[config.mk]
export PLATFORM = sky130hd
export DESIGN_NAME = irq_ctrl
export DESIGN_NICKNAME = d
export VERILOG_FILES = /design/src/rtl/irq_ctrl.sv
export SDC_FILE = /design/constraint.sdc
export NUM_CORES = 1
export LEC_CHECK = 0
export ABC_AREA = 1
export CAP_MARGIN = 0
export CORE_ASPECT_RATIO = 1.5
export CORE_MARGIN = 2
export CORE_UTILIZATION = 45
export DETAILED_ROUTE_END_ITERATION = 6
export PLACE_DENSITY = 0.73
export REMOVE_ABC_BUFFERS = 1
export SLEW_MARGIN = 20
export SYNTH_ARGS = -nofsm -noshare
export SYNTH_HDL_FRONTEND = slang
export SYNTH_SLANG_ARGS = --single-unit
[constraint.sdc]
create_clock -name clk -period 1.6 [get_ports clk]
set_input_delay 0.24 -clock clk [delete_from_list [all_inputs] [get_ports clk]]
set_output_delay 0.24 -clock clk [all_outputs]
set_load 0.01 [all_outputs]
[src/rtl/irq_ctrl.sv]
// Interrupt source controller: edge-captures external lines and a compare timer into PEND,
// masks them, and hands the lowest enabled source to CP0 until that source is retired by ERET.
module irq_ctrl #(
    parameter int N_SRC = 8,
    parameter int ID_W  = 3
) (
    input  logic             clk,
    input  logic             rst,
    input  logic [N_SRC-2:0] src_in,
    input  logic             mem_en,
    input  logic             mem_we,
    input  logic [2:0]       mem_addr,
    input  logic [31:0]      mem_din,
    output logic [31:0]      mem_dout,
    input  logic             cpu_ready,
    input  logic             eret_in,
    output logic             ir_out,
    output logic [ID_W-1:0]  cur_id
);

    typedef enum logic [1:0] {
        IDLE    = 2'd0,
        REQ     = 2'd1,
        SERVICE = 2'd2,
        UNUSED  = 2'd3
    } state_e;

    localparam logic [2:0] A_PEND   = 3'd0;
    localparam logic [2:0] A_MASK   = 3'd1;
    localparam logic [2:0] A_STATUS = 3'd2;
    localparam logic [2:0] A_TCMP   = 3'd3;
    localparam logic [2:0] A_TCNT   = 3'd4;
    localparam logic [2:0] A_TCTRL  = 3'd5;

    state_e            state_q, state_d;
    logic [N_SRC-1:0]  pend_q, pend_d;
    logic [N_SRC-1:0]  mask_q, mask_d;
    logic [N_SRC-2:0]  src_prev_q;
    logic [31:0]       tcnt_q, tcnt_d;
    logic [31:0]       tcmp_q, tcmp_d;
    logic              tctrl_q, tctrl_d;
    logic [ID_W-1:0]   cur_id_q, cur_id_d;
    logic              ir_out_q, ir_out_d;
    logic [31:0]       dout_q, dout_d;

    logic              bus_wr, bus_rd, tcnt_wr, tmr_hit, eret_clr;
    logic [N_SRC-1:0]  hw_set, req_v;
    logic [ID_W-1:0]   sel_id;
    logic [31:0]       rdata;

    // Bus decode, timer and pending-register update.
    always_comb begin
        bus_wr  = mem_en & mem_we;
        bus_rd  = mem_en & ~mem_we;
        tcnt_wr = bus_wr && (mem_addr == A_TCNT);
        // A software TCNT write overrides both the increment and a compare match.
        tmr_hit = tctrl_q && (tcnt_q == tcmp_q) && !tcnt_wr;
        hw_set  = {src_in & ~src_prev_q, tmr_hit};

        tcnt_d = tcnt_q;
        if (tcnt_wr)      tcnt_d = mem_din;
        else if (tmr_hit) tcnt_d = '0;
        else if (tctrl_q) tcnt_d = tcnt_q + 32'd1;

        tcmp_d  = (bus_wr && mem_addr == A_TCMP)  ? mem_din : tcmp_q;
        tctrl_d = (bus_wr && mem_addr == A_TCTRL) ? mem_din[0] : tctrl_q;
        mask_d  = (bus_wr && mem_addr == A_MASK)  ? mem_din[N_SRC-1:0] : mask_q;

        eret_clr = (state_q == SERVICE) && eret_in;
        pend_d   = pend_q;
        if (bus_wr && mem_addr == A_PEND) pend_d = pend_d & ~mem_din[N_SRC-1:0];
        if (eret_clr) pend_d = pend_d & ~(N_SRC'(1) << cur_id_q);
        pend_d = pend_d | hw_set;
    end

    always_comb begin
        req_v  = pend_q & mask_q;
        sel_id = '0;
        for (int i = N_SRC - 1; i >= 0; i--) begin
            if (req_v[i]) sel_id = ID_W'(i);
        end
    end

    always_comb begin
        state_d  = state_q;
        cur_id_d = cur_id_q;
        ir_out_d = 1'b0;
        case (state_q)
            REQ:     state_d = SERVICE;
            SERVICE: if (eret_in) state_d = IDLE;
            default: begin
                if (cpu_ready && (|req_v)) begin
                    cur_id_d = sel_id;
                    ir_out_d = 1'b1;
                    state_d  = REQ;
                end
            end
        endcase
    end

    always_comb begin
        rdata = '0;
        case (mem_addr)
            A_PEND:   rdata = 32'(pend_q);
            A_MASK:   rdata = 32'(mask_q);
            A_STATUS: rdata = (32'(cur_id_q) << 8) | 32'(state_q);
            A_TCMP:   rdata = tcmp_q;
            A_TCNT:   rdata = tcnt_q;
            A_TCTRL:  rdata = {31'b0, tctrl_q};
            default:  rdata = '0;
        endcase
        dout_d = bus_rd ? rdata : dout_q;
    end

    always_ff @(posedge clk) begin
        if (rst) begin
            state_q    <= IDLE;
            pend_q     <= '0;
            mask_q     <= '0;
            src_prev_q <= '1;
            tcnt_q     <= '0;
            tcmp_q     <= 32'hFFFF_FFFF;
            tctrl_q    <= 1'b0;
            cur_id_q   <= '0;
            ir_out_q   <= 1'b0;
            dout_q     <= '0;
        end else begin
            state_q    <= state_d;
            pend_q     <= pend_d;
            mask_q     <= mask_d;
            src_prev_q <= src_in;
            tcnt_q     <= tcnt_d;
            tcmp_q     <= tcmp_d;
            tctrl_q    <= tctrl_d;
            cur_id_q   <= cur_id_d;
            ir_out_q   <= ir_out_d;
            dout_q     <= dout_d;
        end
    end

    assign mem_dout = dout_q;
    assign ir_out   = ir_out_q;
    assign cur_id   = cur_id_q;

endmodule

==> impl_results.md <==
* CTS buffer count at 17
* Clk_lat worst skew at 0.43 ns
* Commonest non-fill, non-tap cell in the layout: nand2_1
* Cells after Synth at 1,104
* Lkg Pwr at 0.00429 uW
* Area Growth Syn to Fin at 40.9%
* Fin Clk Skew at 0.00802 ns
* Vias at 8,088
* R2R Path End: tcnt_q[7]
* Ys Warns at 0
* DP Worst Slack at -0.390 ns
* Final wirelength at 24.1 mm
* Async SR Flop Fraction at 0
* Worst-Margin Slew at 0.403 ns
* CTS tree: done
* Post-synth EDFFs at 0
* DRT iter0 DRCs at 542
* CP startpoint: tcnt_q[20]
* Post-synthesis area per instance at 6.50 um2
* Reg2Reg Depth at 8
* Fill count at 1,397
* Placed insts at 1,488
* Routed Antenna Nets at 0
* Area of the mapped netlist at 0.00717 mm2
* Register Area at 0.00256 mm2
* Critical path peak fanout at 12
* CP Launch Type: flip-flop
* Min Tclk post-route at 1.58 ns
* Status: finished clean
* R2R Path Start: tcnt_q[20]
* Relative slew slack at 0.731
* WL/cell at 15.8 um
* Starting density of the core at 0.459
* Largest net degree at the start of global routing at 69
* Final WS setup at 0.0196 ns
* Endpoints failing hold at 0
* Num rows at 56
* GRT overflow at 0
* Final Cycle Share at 0.988
* Total Routing Usage GR at 0.288
* Worst min path class: in2reg
* CTS Buffer Depth at 2
* Clock Sink Count at 126
* First-pass GRT wire length at 37.8 mm
* Non-Filler Instances at 1,521
* Root Driver: clkbuf_16
* Ratio of cells with drive above 1 in the final layout at 0.228
* Yosys cell types at 40
* Antenna diode count at 0
* # hold bufs at CTS at 0
* Peak Freq at 633 MHz
* Worst Hold Launch: rst
* Area of the multi-input gates at 0.00402 mm2
* Routability cong. at 1.00
* Initial antenna violation count at 0
* Unrepaired setup endpoints after global routing: yes
* CTS clk-pin slew, worst paths at 0.06 ns
* Dominant synthesized flop cell: dfxtp_1
* Nets at 1,357
* DRC at 0
* Number of synthesized register bits at 126
* Drt via density at 5.32
* Reg2reg setup slack at 0.02 ns
* Die area at 0.0170 mm2
* Power per cell area at 783 mW/mm2
* Setup CP Type: reg2reg
* Number of global-route vias before repair at 7,648
* Max Slew Vio Count at 0
* IO Port Bufs at 83
* Die Wd at 107 um
* Worst EP required at 1.90 ns
* IO Pins at 84
* DR pass1 iterations at 5
* Final setup violating endpoints at 0
* Critical Path Sink: tcnt_q[7]
* Worst Setup End Kind: flip-flop
* Most frequent cells in the layout: nand2_1 (284), inv_1 (151), buf_4 (136), dfxtp_1 (100), a21oi_1 (83)
* Register area share after synthesis at 0.352
* Final HPWL DP at 17.4 mm
* Die Span Y at 159 um
* Overall Power at 7920 uW
* Core area at 0.0156 mm2
* Max-cap viol count at 0
* # H-tree levels at 4
* Peak VDD IR at 0.729 mV
* Critical Path AT at 1.88 ns
==> layer usage <==
layer | global-route usage | vias up | part of all wire
met1 | 0.295 | 3724 | 0.37
li1 | - | 3977 | -
met3 | 0.0503 | 98 | 0.047
met2 | 0.529 | 289 | 0.52
met5 | 0 | - | 0
met4 | 0.191 | 0 | 0.063
==> registers in the layout, summed over array words and instances (netlist names) <==
name / flops
cur_id: 3
pend_q: 8
tcnt_q: 32
mask_q: 8
tcmp_q: 32
tctrl_q: 1
state_q: 2
src_prev_q: 7
mem_dout: 32
ir_out: 1
==> how the worst min path moves through the flow <==
stage / to / slack [ns] / cells past startpoint
5_1_grt: mem_dout[28] / 0.12 / 2
3_3_place_gp: mem_dout[17] / 0.45 / 2
3_5_place_dp: mem_dout[8] / 0.45 / 2
4_1_cts: mem_dout[15] / 0.11 / 2
2_1_floorplan: pend_q[0] / 0.30 / 1
6_report: mem_dout[12] / 0.11 / 2
==> critical path, stage by stage, from the launching register on <==
cell     delay (ns)
dfxtp_2        0.33
xnor2_1        0.24
buf_4          0.19
nand3_1        0.10
nor2_2         0.17
nand3_4        0.11
buf_6          0.17
nand3_1        0.08
a21oi_1        0.06
==> where the power goes <==
| group | internal (uW) | switching, uW | total (uW) |
|---|---|---|---|
| clock | 2400 | 1450 | 3850 |
| sequential | 3210 | 51.9 | 3270 |
| combinational | 358 | 446 | 804 |
| total | 5970 | 1950 | 7920 |
==> area by class of cell <==
cell class,instances,area share
repair buffers,232,0.204
clock buffers,21,0.0466
flip-flops and latches,126,0.254
clock inverters,10,0.0113
well taps,203,0.0251
multi-input cells,764,0.398
inverters,165,0.0618
==> through the flow <==
step	TNS, ns	hold WS [ns]	area [um2]	utilization
finish	0	0.113	10100	0.647
global route	-1.91	0.124	10100	0.647
CTS	0	0.107	9900	0.634
detailed placement	-29.28	0.454	9230	0.591
global placement	-25.37	0.450	9230	0.591
floorplan	-85.19	0.302	6950	-
==> cells by family (layout without fill, tap and decap cells) <==
family	Yosys count	in the layout	synth area share
flops	126	126	0.352
fa+ha+maj	3	3	0.00523
xor+xnor	37	37	0.0452
compound gates	225	225	0.182
simple gates	499	499	0.298
buf+inv	214	428	0.117
==> cells in the mapped netlist (7+ instances only) <==
cell type | n | area [um2]
clkbuf_1 | 31 | 116
inv_1 | 154 | 578
inv_2 | 8 | 30.0
nor2_1 | 77 | 289
nand3_1 | 77 | 385
buf_2 | 13 | 65.1
nand4_1 | 11 | 68.8
o221ai_1 | 9 | 78.8
o211ai_1 | 29 | 218
a21oi_1 | 85 | 425
o22ai_1 | 38 | 238
xnor2_1 | 15 | 131
o21ai_0 | 56 | 280
xor2_1 | 22 | 193
or2_2 | 7 | 43.8
nand2_1 | 299 | 1120
dfxtp_1 | 126 | 2520
==> repair_timing <==
item | in CTS | in global routing
buffers inserted | 1 | 1
endpoints found under the setup margin | 30 | 36
pin swaps | 2 | 27
resized for setup | 28 | 76
(Power assumes the default switching activity.)
